## config.mk

```make
export PLATFORM = sky130hd
export DESIGN_NAME = arbitro_bus_rtc
export DESIGN_NICKNAME = d
export VERILOG_FILES = /design/src/rtl/arbitro_bus_rtc.sv
export SDC_FILE = /design/constraint.sdc
export NUM_CORES = 1
export LEC_CHECK = 0
export ABC_AREA = 0
export CORE_UTILIZATION = 45
export CTS_CLUSTER_DIAMETER = 80
export DETAILED_ROUTE_END_ITERATION = 12
export GPL_TIMING_DRIVEN = 0
export MAX_ROUTING_LAYER = met4
export PLACE_DENSITY = 0.79
export SYNTH_ARGS = -nofsm -noshare
export SYNTH_HDL_FRONTEND = slang
export SYNTH_SLANG_ARGS = --single-unit
```

## constraint.sdc

```tcl
create_clock -name clk -period 2.4 [get_ports clk]
set_input_delay 0.24 -clock clk [delete_from_list [all_inputs] [get_ports clk]]
set_output_delay 0.24 -clock clk [all_outputs]
set_load 0.01 [all_outputs]
```

## src/rtl/arbitro_bus_rtc.sv

```systemverilog
// Purpose : arbitrates init/write/read requests onto a multiplexed RTC bus (A_D, CS_n, RD_n, WR_n, ad_out/ad_in).
// Latency : 2 cycles request->DIR_ACT, 4*T_FASE cycles per transaction, 1-cycle FIN done pulse, back in IDLE 1 cycle later.
// Backpr. : level requests are held by the requester until its done pulse; requests are ignored while busy.
//
// Ports:
//   clk, reset_n                  clock and asynchronous active-low reset
//   req_ini/req_esc/req_lee       level requests: init sequence, user write, read
//   dir_esc, dato_esc, dir_lee    write address/data and read address, sampled at grant
//   done_ini/done_esc/done_lee    one-cycle completion pulses
//   dato_leido                    last byte read, held until the next read completes
//   ocupado                       high whenever the arbiter is not IDLE
//   A_D, CS_n, RD_n, WR_n         bus controls (A_D: 0 = address phase)
//   ad_out, en_out, ad_in         multiplexed bus output, its tri-state enable, and readback
module arbitro_bus_rtc #(
  parameter int unsigned T_FASE = 10
) (
  input  logic       clk,
  input  logic       reset_n,
  input  logic       req_ini,
  input  logic       req_esc,
  input  logic       req_lee,
  input  logic [7:0] dir_esc,
  input  logic [7:0] dato_esc,
  input  logic [7:0] dir_lee,
  output logic       done_ini,
  output logic       done_esc,
  output logic       done_lee,
  output logic [7:0] dato_leido,
  output logic       ocupado,
  output logic       A_D,
  output logic       CS_n,
  output logic       RD_n,
  output logic       WR_n,
  output logic [7:0] ad_out,
  output logic       en_out,
  input  logic [7:0] ad_in
);

  localparam logic [2:0] S_IDLE    = 3'd0;
  localparam logic [2:0] S_ARB     = 3'd1;
  localparam logic [2:0] S_DIR_ACT = 3'd2;
  localparam logic [2:0] S_DIR_REC = 3'd3;
  localparam logic [2:0] S_DAT_ACT = 3'd4;
  localparam logic [2:0] S_DAT_REC = 3'd5;
  localparam logic [2:0] S_FIN     = 3'd6;

  localparam logic [1:0] G_NONE = 2'd0;
  localparam logic [1:0] G_INI  = 2'd1;
  localparam logic [1:0] G_ESC  = 2'd2;
  localparam logic [1:0] G_LEE  = 2'd3;

  localparam logic [7:0] CNT_RELOAD = 8'(T_FASE - 1);

  // Init sequence table: {address, data} for each of the three writes.
  function automatic logic [15:0] init_word(input logic [1:0] idx);
    logic [15:0] w;
    case (idx)
      2'd0:    w = {8'h02, 8'h10};
      2'd1:    w = {8'h02, 8'h00};
      default: w = {8'h10, 8'hD2};
    endcase
    return w;
  endfunction

  logic [2:0] state_q, state_d;
  logic [7:0] cnt_q, cnt_d;
  logic [1:0] grant_q, grant_d;
  logic [1:0] idx_q, idx_d;
  logic [7:0] dir_q, dir_d;
  logic [7:0] dat_q, dat_d;
  logic [7:0] dato_leido_q, dato_leido_d;

  logic       cs_n_q, cs_n_d;
  logic       rd_n_q, rd_n_d;
  logic       wr_n_q, wr_n_d;
  logic       a_d_q, a_d_d;
  logic       en_out_q, en_out_d;
  logic [7:0] ad_out_q, ad_out_d;
  logic       ocupado_q, ocupado_d;
  logic       done_ini_q, done_ini_d;
  logic       done_esc_q, done_esc_d;
  logic       done_lee_q, done_lee_d;

  logic [15:0] next_init;
  assign next_init = init_word(idx_q + 2'd1);

  // Next-state logic. Each timed phase reloads the counter on entry and
  // advances when the counter has run down to zero.
  always_comb begin
    state_d = state_q;
    cnt_d   = cnt_q;
    grant_d = grant_q;
    idx_d   = idx_q;
    dir_d   = dir_q;
    dat_d   = dat_q;
    case (state_q)
      S_IDLE: begin
        cnt_d = 8'd0;
        if (req_ini || req_esc || req_lee) begin
          state_d = S_ARB;
        end
      end
      S_ARB: begin
        cnt_d = CNT_RELOAD;
        idx_d = 2'd0;
        if (req_ini) begin
          grant_d = G_INI;
          {dir_d, dat_d} = init_word(2'd0);
          state_d = S_DIR_ACT;
        end else if (req_esc) begin
          grant_d = G_ESC;
          dir_d   = dir_esc;
          dat_d   = dato_esc;
          state_d = S_DIR_ACT;
        end else if (req_lee) begin
          grant_d = G_LEE;
          dir_d   = dir_lee;
          dat_d   = 8'h00;
          state_d = S_DIR_ACT;
        end else begin
          // Request vanished between IDLE and ARB: nothing to serve.
          grant_d = G_NONE;
          cnt_d   = 8'd0;
          state_d = S_IDLE;
        end
      end
      S_DIR_ACT, S_DIR_REC, S_DAT_ACT: begin
        if (cnt_q == 8'd0) begin
          cnt_d   = CNT_RELOAD;
          state_d = state_q + 3'd1;
        end else begin
          cnt_d = cnt_q - 8'd1;
        end
      end
      S_DAT_REC: begin
        if (cnt_q == 8'd0) begin
          if (grant_q == G_INI && idx_q != 2'd2) begin
            // Chain the next init write without passing through IDLE.
            idx_d          = idx_q + 2'd1;
            {dir_d, dat_d} = next_init;
            cnt_d          = CNT_RELOAD;
            state_d        = S_DIR_ACT;
          end else begin
            cnt_d   = 8'd0;
            state_d = S_FIN;
          end
        end else begin
          cnt_d = cnt_q - 8'd1;
        end
      end
      S_FIN: begin
        cnt_d   = 8'd0;
        grant_d = G_NONE;
        state_d = S_IDLE;
      end
      default: begin
        cnt_d   = 8'd0;
        grant_d = G_NONE;
        state_d = S_IDLE;
      end
    endcase
  end

  // Bus outputs are registered from the next state so they change in the
  // same cycle the state register does, without combinational glitches.
  always_comb begin
    cs_n_d   = 1'b1;
    rd_n_d   = 1'b1;
    wr_n_d   = 1'b1;
    a_d_d    = 1'b0;
    en_out_d = 1'b0;
    ad_out_d = 8'h00;
    case (state_d)
      S_DIR_ACT: begin
        cs_n_d   = 1'b0;
        wr_n_d   = 1'b0;
        en_out_d = 1'b1;
        ad_out_d = dir_d;
      end
      S_DIR_REC: begin
        en_out_d = 1'b1;
        ad_out_d = dir_d;
      end
      S_DAT_ACT: begin
        cs_n_d = 1'b0;
        a_d_d  = 1'b1;
        if (grant_d == G_LEE) begin
          // Bus released so the RTC can drive ad_in.
          rd_n_d = 1'b0;
        end else begin
          wr_n_d   = 1'b0;
          en_out_d = 1'b1;
          ad_out_d = dat_d;
        end
      end
      S_DAT_REC: begin
        a_d_d = 1'b1;
      end
      default: ;
    endcase
    ocupado_d  = (state_d != S_IDLE);
    done_ini_d = (state_d == S_FIN) && (grant_d == G_INI);
    done_esc_d = (state_d == S_FIN) && (grant_d == G_ESC);
    done_lee_d = (state_d == S_FIN) && (grant_d == G_LEE);
  end

  // Capture the read byte on the last cycle of the read strobe.
  always_comb begin
    dato_leido_d = dato_leido_q;
    if (state_q == S_DAT_ACT && cnt_q == 8'd0 && grant_q == G_LEE) begin
      dato_leido_d = ad_in;
    end
  end

  always_ff @(posedge clk or negedge reset_n) begin
    if (!reset_n) begin
      state_q      <= S_IDLE;
      cnt_q        <= 8'd0;
      grant_q      <= G_NONE;
      idx_q        <= 2'd0;
      dir_q        <= 8'h00;
      dat_q        <= 8'h00;
      dato_leido_q <= 8'h00;
      cs_n_q       <= 1'b1;
      rd_n_q       <= 1'b1;
      wr_n_q       <= 1'b1;
      a_d_q        <= 1'b0;
      en_out_q     <= 1'b0;
      ad_out_q     <= 8'h00;
      ocupado_q    <= 1'b0;
      done_ini_q   <= 1'b0;
      done_esc_q   <= 1'b0;
      done_lee_q   <= 1'b0;
    end else begin
      state_q      <= state_d;
      cnt_q        <= cnt_d;
      grant_q      <= grant_d;
      idx_q        <= idx_d;
      dir_q        <= dir_d;
      dat_q        <= dat_d;
      dato_leido_q <= dato_leido_d;
      cs_n_q       <= cs_n_d;
      rd_n_q       <= rd_n_d;
      wr_n_q       <= wr_n_d;
      a_d_q        <= a_d_d;
      en_out_q     <= en_out_d;
      ad_out_q     <= ad_out_d;
      ocupado_q    <= ocupado_d;
      done_ini_q   <= done_ini_d;
      done_esc_q   <= done_esc_d;
      done_lee_q   <= done_lee_d;
    end
  end

  assign CS_n       = cs_n_q;
  assign RD_n       = rd_n_q;
  assign WR_n       = wr_n_q;
  assign A_D        = a_d_q;
  assign en_out     = en_out_q;
  assign ad_out     = ad_out_q;
  assign ocupado    = ocupado_q;
  assign done_ini   = done_ini_q;
  assign done_esc   = done_esc_q;
  assign done_lee   = done_lee_q;
  assign dato_leido = dato_leido_q;

endmodule

```

Yosys cells after proc, flatten, opt, wreduce, memory -nomap -nowiden
Index checks and enable logic that the tools add are counted.
{"block": "totals", "out_inout_bits": 25, "reg_bits": 56, "word_cells": 102}
{"block": "classes", "n_addsub": 3, "reduce_logical": 19, "n_eq_ne": 19, "n_mux": 44}
{"op": "8-bit two-way mux", "count": 13}
{"op": "8-bit one-hot mux with 2 select lines", "count": 3}
{"op": "13-bit one-hot mux with 2 select lines", "count": 1}
{"op": "8-bit one-hot mux with 3 select lines", "count": 1}
{"op": "2-bit two-way mux", "count": 8}
{"op": "4-bit two-way mux", "count": 4}
{"op": "3-bit equality test, second input constant", "count": 5}
{"op": "3-bit by 2-bit equality test with 1-bit output, second input constant", "count": 4}
{"op": "3-bit two-way mux", "count": 4}
{"op": "3-bit one-hot mux with 4 select lines", "count": 1}
{"op": "8-bit zero test", "count": 1}
{"op": "2-bit one-hot mux with 2 select lines", "count": 2}
{"op": "8-bit by 1-bit subtractor with 8-bit output, second input constant", "count": 1}
{"op": "2-bit by 1-bit equality test with 1-bit output, second input constant", "count": 3}
{"op": "2-bit equality test, second input constant", "count": 3}
{"op": "1-bit logical AND", "count": 6}
{"op": "2-bit != test, second input constant", "count": 3}
{"op": "2-bit OR reduction", "count": 3}
{"op": "1-bit two-way mux", "count": 5}
{"op": "5-bit OR reduction", "count": 1}
{"op": "1-bit one-hot mux with 2 select lines", "count": 2}
{"op": "3-bit by 1-bit adder with 3-bit output, second input constant", "count": 1}
{"op": "3-bit by 1-bit equality test with 1-bit output, second input constant", "count": 1}
{"op": "3-bit zero test", "count": 1}
{"op": "7 further kinds", "count": 8}

Depth between registers and ports, before layout
{"block": "depth", "depth_word": 8, "depth_mapped": 11, "ltp_nobuf": 11}

Least setup slack after synthesis
OpenSTA, ideal clock, no wires.
{"block": "synth_path", "kind": "register -> register", "startpoint": "register state_q[1]", "endpoint": "register ad_out_q[0] (netlist: ad_out[0])", "synth_period_minus_slack_ns": 2.442, "required_ns": 2.279, "arrival_time_ns": 2.321, "setup_time_ns": 0.121, "path_slack_ns": -0.042, "stages_incl_launch_ff": 10, "cell_sequence": "dfrtp_1 ha_1 ha_1 nor4b_1 nor2_1 a32o_1 a211oi_4 nor2_1 clkbuf_1 a22o_1"}
{"block": "synth_between", "elab_chain_cells": 6, "elab_cells_between_ends": 23, "classes_between": "1 x add/sub; 9 x eq/ne; 9 x mux; 4 x reduce/logical"}
{"item": "from (decl)", "line_no": "65", "text": "logic [2:0] state_q, state_d;"}
{"item": "from (signal assigned)", "line_no": "235", "text": "state_q <= state_d;"}
{"item": "3-bit by 1-bit adder with 3-bit output, or another cell as far along", "line_no": "130", "text": "state_d = state_q + 3'd1;"}
{"item": "3-bit two-way mux, or another cell as far along", "line_no": "128", "text": "if (cnt_q == 8'd0) begin"}
{"item": "3-bit one-hot mux with 4 select lines or 2-bit one-hot mux with 2 select lines (tied branches)", "line_no": "96", "text": "case (state_q)"}
{"item": "3-bit by 2-bit equality test with 1-bit output or 2-bit equality test (tied branches)", "line_no": "173, 187"}
{"item": "2-bit OR reduction (no line) or 8-bit two-way mux (tied branches)"}
{"item": "8-bit one-hot mux with 2 select lines (*)", "line_no": "173", "text": "case (state_d)"}
{"item": "net ad_out_d[0]", "line_no": "78", "text": "logic [7:0] ad_out_q, ad_out_d;"}
{"item": "to (signal assigned)", "line_no": "247", "text": "ad_out_q <= ad_out_d;"}
{"item": "to (decl)", "line_no": "78"}
The timed path passes the listed nets; every way through them passes the cells marked *.
A chain may end at the register's enable or synchronous reset.

Worst setup path after layout
{"block": "layout_path", "startpoint": "register state_q[0]", "endpoint": "register ad_out_q[7] (netlist: ad_out[7])"}
{"block": "layout_between", "elab_chain_cells": 6, "elab_cells_between_ends": 23, "classes_between": "1 x add/sub; 9 x eq/ne; 9 x mux; 4 x reduce/logical"}
{"item": "3-bit by 1-bit adder with 3-bit output, or another cell as far along", "line_no": "130"}
{"item": "3-bit two-way mux or 3-bit OR reduction (tied branches)", "line_no": "128, 96"}
{"item": "3-bit one-hot mux with 4 select lines (*)", "line_no": "96"}
{"item": "net state_d[1]", "line_no": "65"}
{"item": "3-bit by 2-bit equality test with 1-bit output", "line_no": "173"}
{"item": "2-bit OR reduction (no line)"}
{"item": "8-bit one-hot mux with 2 select lines (*)", "line_no": "173"}
{"item": "net ad_out_d[7]", "line_no": "78"}
Marks and branches as above.

==> metrics.txt <==
# TYPE chip_impl_metric gauge
chip_impl_metric{name="drt_iter0_markers",unit=""} 137
chip_impl_metric{name="drv_cap",unit=""} 0
chip_impl_metric{name="detail_route.drc_violations",unit=""} 0
chip_impl_metric{name="yosys_register_bits",unit=""} 56
chip_impl_metric{name="placed_area",unit="um^2"} 3340
chip_impl_metric{name="effective_utilization_at_floorplan",unit=""} 0.470
chip_impl_metric{name="post_synth_num_cell_types",unit=""} 46
chip_impl_metric{name="post-synth-top-area-fraction",unit=""} 0.506
chip_impl_metric{name="max_freq",unit="MHz"} 420
chip_impl_metric{name="wl",unit="um"} 6590
chip_impl_metric{name="antenna_found_initial",unit=""} 0
chip_impl_info{name="clockRootBuffer",value="sky130_fd_sc_hd__clkbuf_8"} 1
chip_impl_metric{name="critical_path.max_fanout",unit=""} 5
chip_impl_metric{name="die_wd",unit="um"} 78.3
chip_impl_metric{name="first_global_vias",unit=""} 2242
chip_impl_info{name="setup.worst_path.start_class",value="flip-flop"} 1
chip_impl_info{name="cts_tree",value="built"} 1
chip_impl_metric{name="hpwlAfterDp",unit="um"} 4500
chip_impl_metric{name="vdd_ir_drop_max",unit="V"} 0.000820
chip_impl_info{name="min_path_type",value="primary input to asynchronous set/reset pin"} 1
chip_impl_info{name="timing.critical_path.cells",value="ha_4, ha_4, nor4b_2, nor2_1, a32o_2, a211oi_4, buf_6, inv_6, nor3_4, buf_6, a22o_1"} 1
chip_impl_metric{name="tightestPinTransition",unit="ns"} 0.719
chip_impl_metric{name="total_power",unit="mW"} 4.84
chip_impl_metric{name="cts-buffers-inserted",unit=""} 5
chip_impl_info{name="crit_type",value="flip-flop to flip-flop"} 1
chip_impl_metric{name="grt_max_degree",unit=""} 37
chip_impl_metric{name="ctsHtreeMaxLevel",unit=""} 2
chip_impl_metric{name="drt_pre_antenna_iters",unit=""} 4
chip_impl_metric{name="post-route-util",unit=""} 0.668
chip_impl_info{name="critical-path-slowest-cell",value="sky130_fd_sc_hd__dfrtp_2"} 1
chip_impl_metric{name="area_growth",unit="%"} 41.9
chip_impl_info{name="rr_startpoint",value="state_q[0]"} 1
chip_impl_metric{name="cts_clock_pin_slew_for_the_worst_setup_and_hold_paths",unit="ns"} 0.11
chip_impl_metric{name="final.hold.worst_slack",unit="ns"} 0.406
chip_impl_metric{name="fp.dieArea",unit="um^2"} 6140
chip_impl_info{name="rsz0062_at_grt",value="yes"} 1
chip_impl_metric{name="layout.cell_area.non_filler",unit="um^2"} 3720
chip_impl_metric{name="die-height",unit="um"} 78.3
chip_impl_metric{name="ant_nets",unit=""} 0
chip_impl_metric{name="setup_clock_skew_after_layout",unit="ns"} 0.0121
chip_impl_metric{name="top_level_ports",unit=""} 62
chip_impl_info{name="run_status",value="finished, final reports clean"} 1
chip_impl_info{name="flip_flop_cell_with_the_highest_count_after_synthesis",value="sky130_fd_sc_hd__dfrtp_1"} 1
chip_impl_metric{name="setup_violations",unit=""} 0
chip_impl_metric{name="synthCells",unit=""} 242
chip_impl_metric{name="synth_sequential_area_ratio",unit=""} 0.536
chip_impl_metric{name="insertion_delay",unit="ns"} 0.32
chip_impl_metric{name="synthArstFlopShare",unit=""} 1.00
chip_impl_metric{name="synth_area",unit="um^2"} 2620
chip_impl_metric{name="layout-drive-gt1-share",unit=""} 0.229
chip_impl_metric{name="path_buf_inv",unit=""} 3
chip_impl_metric{name="antenna-diode-count",unit=""} 0
chip_impl_info{name="worstSetupEndpointType",value="flip-flop"} 1
chip_impl_metric{name="core_footprint",unit="um^2"} 5570
chip_impl_metric{name="cp.arrival",unit="ns"} 2.65
chip_impl_metric{name="post-route-min-period",unit="ns"} 2.38
chip_impl_metric{name="via_per_inst",unit=""} 5.52
chip_impl_metric{name="place_worst_setup_slack",unit="ns"} -0.414
chip_impl_metric{name="critical-path-max-stage-delay",unit="ns"} 0.47
chip_impl_metric{name="placement_rows",unit=""} 27
chip_impl_metric{name="first_pass_grt_wire_length",unit="um"} 10800
chip_impl_metric{name="global_route_congestion_overflow_total",unit=""} 0
chip_impl_metric{name="globalplace.congestion",unit=""} 0.845
chip_impl_metric{name="nNetsFinal",unit=""} 377
chip_impl_metric{name="portBuffers",unit=""} 61
chip_impl_metric{name="total_leakage_power",unit="nW"} 1.63
chip_impl_metric{name="timing_hold_violations_final",unit=""} 0
chip_impl_metric{name="vias",unit=""} 2231
chip_impl_metric{name="final.setup.worst_slack",unit="ns"} 0.0171
chip_impl_metric{name="cts.path.max_buffers",unit=""} 2
chip_impl_info{name="startpoint",value="state_q[0]"} 1
chip_impl_metric{name="syn-num-nets",unit=""} 288
chip_impl_metric{name="synth_edf_count",unit=""} 0
chip_impl_metric{name="final.period_utilization",unit=""} 0.993
chip_impl_metric{name="postSynthAreaPerCell",unit="um^2"} 10.8
chip_impl_metric{name="cts_num_sinks",unit=""} 56
chip_impl_metric{name="required",unit="ns"} 2.67
chip_impl_info{name="post_synth_main_area_contributors",value="sky130_fd_sc_hd__dfrtp_1, sky130_fd_sc_hd__ha_1, sky130_fd_sc_hd__a22o_1"} 1
chip_impl_metric{name="timing.slew.headroom",unit=""} 0.519
chip_impl_info{name="synth_top_cell_by_area",value="sky130_fd_sc_hd__dfrtp_1"} 1
chip_impl_metric{name="power-per-cell-area",unit="nW/um^2"} 1300
chip_impl_metric{name="timing.final.max_slew_violations",unit=""} 0
chip_impl_metric{name="avgRoutedWirePerCell",unit="um"} 16.3
chip_impl_metric{name="globalRouteTotalUtil",unit=""} 0.234
chip_impl_metric{name="ys_warn_count",unit=""} 0
chip_impl_info{name="crit_family",value="compound AO/OA/AOI/OAI gates"} 1
## layout make-up
type | count | area (um^2)
clock buffer | 5 | 68.8
multi-input combinational | 166 | 1240
inverter | 12 | 52.6
clock inverter | 3 | 21.3
buffer | 7 | 41.3
sequential | 56 | 1410
timing repair buffer | 83 | 797
tap | 72 | 90.1
fill | 440 | 1850
## timing repair
item                       CTS  global route
gates resized for setup     28             8
hold endpoints to repair    18             0
setup endpoints to repair   19            16
pin swaps                    6            12
setup buffers               16             5
hold buffers                 1             0
gates cloned                 1             0
## metal layers
metal  up-vias  track usage  routed length [um]
met4         0       0.0519                  84
met3        11       0.0430                 367
met1      1088        0.285                2760
met2        85        0.406                3380
met5         -            -                   0
li1       1047            -                   -
## cells in the mapped netlist, types with 3 or more instances
| cell | number |
|---|---|
| sky130_fd_sc_hd__dfrtp_1 | 53 |
| sky130_fd_sc_hd__nand2_1 | 20 |
| sky130_fd_sc_hd__nor2_1 | 20 |
| sky130_fd_sc_hd__a21oi_1 | 14 |
| sky130_fd_sc_hd__o21ai_0 | 14 |
| sky130_fd_sc_hd__a22o_1 | 11 |
| sky130_fd_sc_hd__inv_1 | 10 |
| sky130_fd_sc_hd__ha_1 | 9 |
| sky130_fd_sc_hd__a22oi_1 | 8 |
| sky130_fd_sc_hd__clkbuf_1 | 8 |
| sky130_fd_sc_hd__mux2_2 | 8 |
| sky130_fd_sc_hd__nor3_1 | 8 |
| sky130_fd_sc_hd__nor2b_1 | 6 |
| sky130_fd_sc_hd__o2bb2ai_1 | 6 |
| sky130_fd_sc_hd__nand3_1 | 4 |
| sky130_fd_sc_hd__a221o_1 | 3 |
| sky130_fd_sc_hd__and3_1 | 3 |
| sky130_fd_sc_hd__dfstp_2 | 3 |
## worst register-to-register path, cell delays in order, from the launching register on
cell                       delay, ns
sky130_fd_sc_hd__dfrtp_2        0.47
sky130_fd_sc_hd__ha_4           0.18
sky130_fd_sc_hd__ha_4           0.16
sky130_fd_sc_hd__nor4b_2        0.24
sky130_fd_sc_hd__nor2_1         0.09
sky130_fd_sc_hd__a32o_2         0.26
sky130_fd_sc_hd__a211oi_4       0.25
sky130_fd_sc_hd__buf_6          0.16
sky130_fd_sc_hd__inv_6          0.04
sky130_fd_sc_hd__nor3_4         0.21
sky130_fd_sc_hd__buf_6          0.15
sky130_fd_sc_hd__a22o_1         0.14
## path summary, 6_finish.rpt
path / end / slack [ns] / cells after the start
worst max register to register: ad_out[7] / 0.02 / 11
min in group clk: dir_q[6] / 0.51 / 1
worst max-delay path: ad_out[7] / 0.02 / 11
worst min-delay path: dato_leido[2] / 0.41 / 2
worst min register to register: dir_q[6] / 0.51 / 1
max in group asynchronous: WR_n / 1.38 / 3
## sequential cells by signal, summed over array words and instances (netlist names)
| name | flops |
|---|---|
| CS_n | 1 |
| dato_leido | 8 |
| WR_n | 1 |
| idx_q | 2 |
| grant_q | 2 |
| state_q | 3 |
| ad_out | 8 |
| RD_n | 1 |
| done_esc | 1 |
| A_D | 1 |
| done_lee | 1 |
| dat_q | 8 |
| dir_q | 8 |
| en_out | 1 |
| done_ini | 1 |
| ocupado | 1 |
| cnt_q | 8 |
## through the flow
| step | TNS [ns] | cells |
|---|---|---|
| CTS | 0 | 401 |
| global placement | -33.27 | 375 |
| floorplan | 0 | 242 |
| detailed placement | -4.24 | 376 |
| finish | 0 | 404 |
| global route | -0.837 | 404 |
## cells in the final DEF (no fill, tap or decap), types with 3 or more instances in the layout
master and count:
sky130_fd_sc_hd__clkbuf_1 4, sky130_fd_sc_hd__dfrtp_2 3, sky130_fd_sc_hd__nor3_1 8, sky130_fd_sc_hd__buf_6 3, sky130_fd_sc_hd__nand2_1 18, sky130_fd_sc_hd__a22oi_1 8, sky130_fd_sc_hd__nand3_1 3, sky130_fd_sc_hd__ha_1 3
sky130_fd_sc_hd__and3_1 3, sky130_fd_sc_hd__buf_4 17, sky130_fd_sc_hd__o2bb2ai_1 6, sky130_fd_sc_hd__a22o_1 11, sky130_fd_sc_hd__dfstp_2 3, sky130_fd_sc_hd__dfrtp_1 50, sky130_fd_sc_hd__inv_1 8, sky130_fd_sc_hd__ha_4 4
sky130_fd_sc_hd__mux2_2 8, sky130_fd_sc_hd__o21ai_0 14, sky130_fd_sc_hd__nor2b_1 5, sky130_fd_sc_hd__a21oi_1 12, sky130_fd_sc_hd__clkbuf_8 6, sky130_fd_sc_hd__a221o_1 3, sky130_fd_sc_hd__clkdlybuf4s50_1 60, sky130_fd_sc_hd__nor2_1 19
## cell families after synthesis
group | count (synthesis) | share of synthesized area
simple gates | 76 | 0.152
compound gates | 68 | 0.187
xor+xnor | 4 | 0.0134
flops | 56 | 0.536
buf+inv | 20 | 0.0305
mux | 9 | 0.0382
fa+ha+maj | 9 | 0.0429
## report_power, final
group	switching [mW]	total [mW]	internal [mW]
combinational	1.43	2.79	1.36
clock	0.335	0.543	0.208
sequential	0.211	1.51	1.30
total	1.97	4.84	2.87
Note: power is estimated with default switching activity, not from simulation.
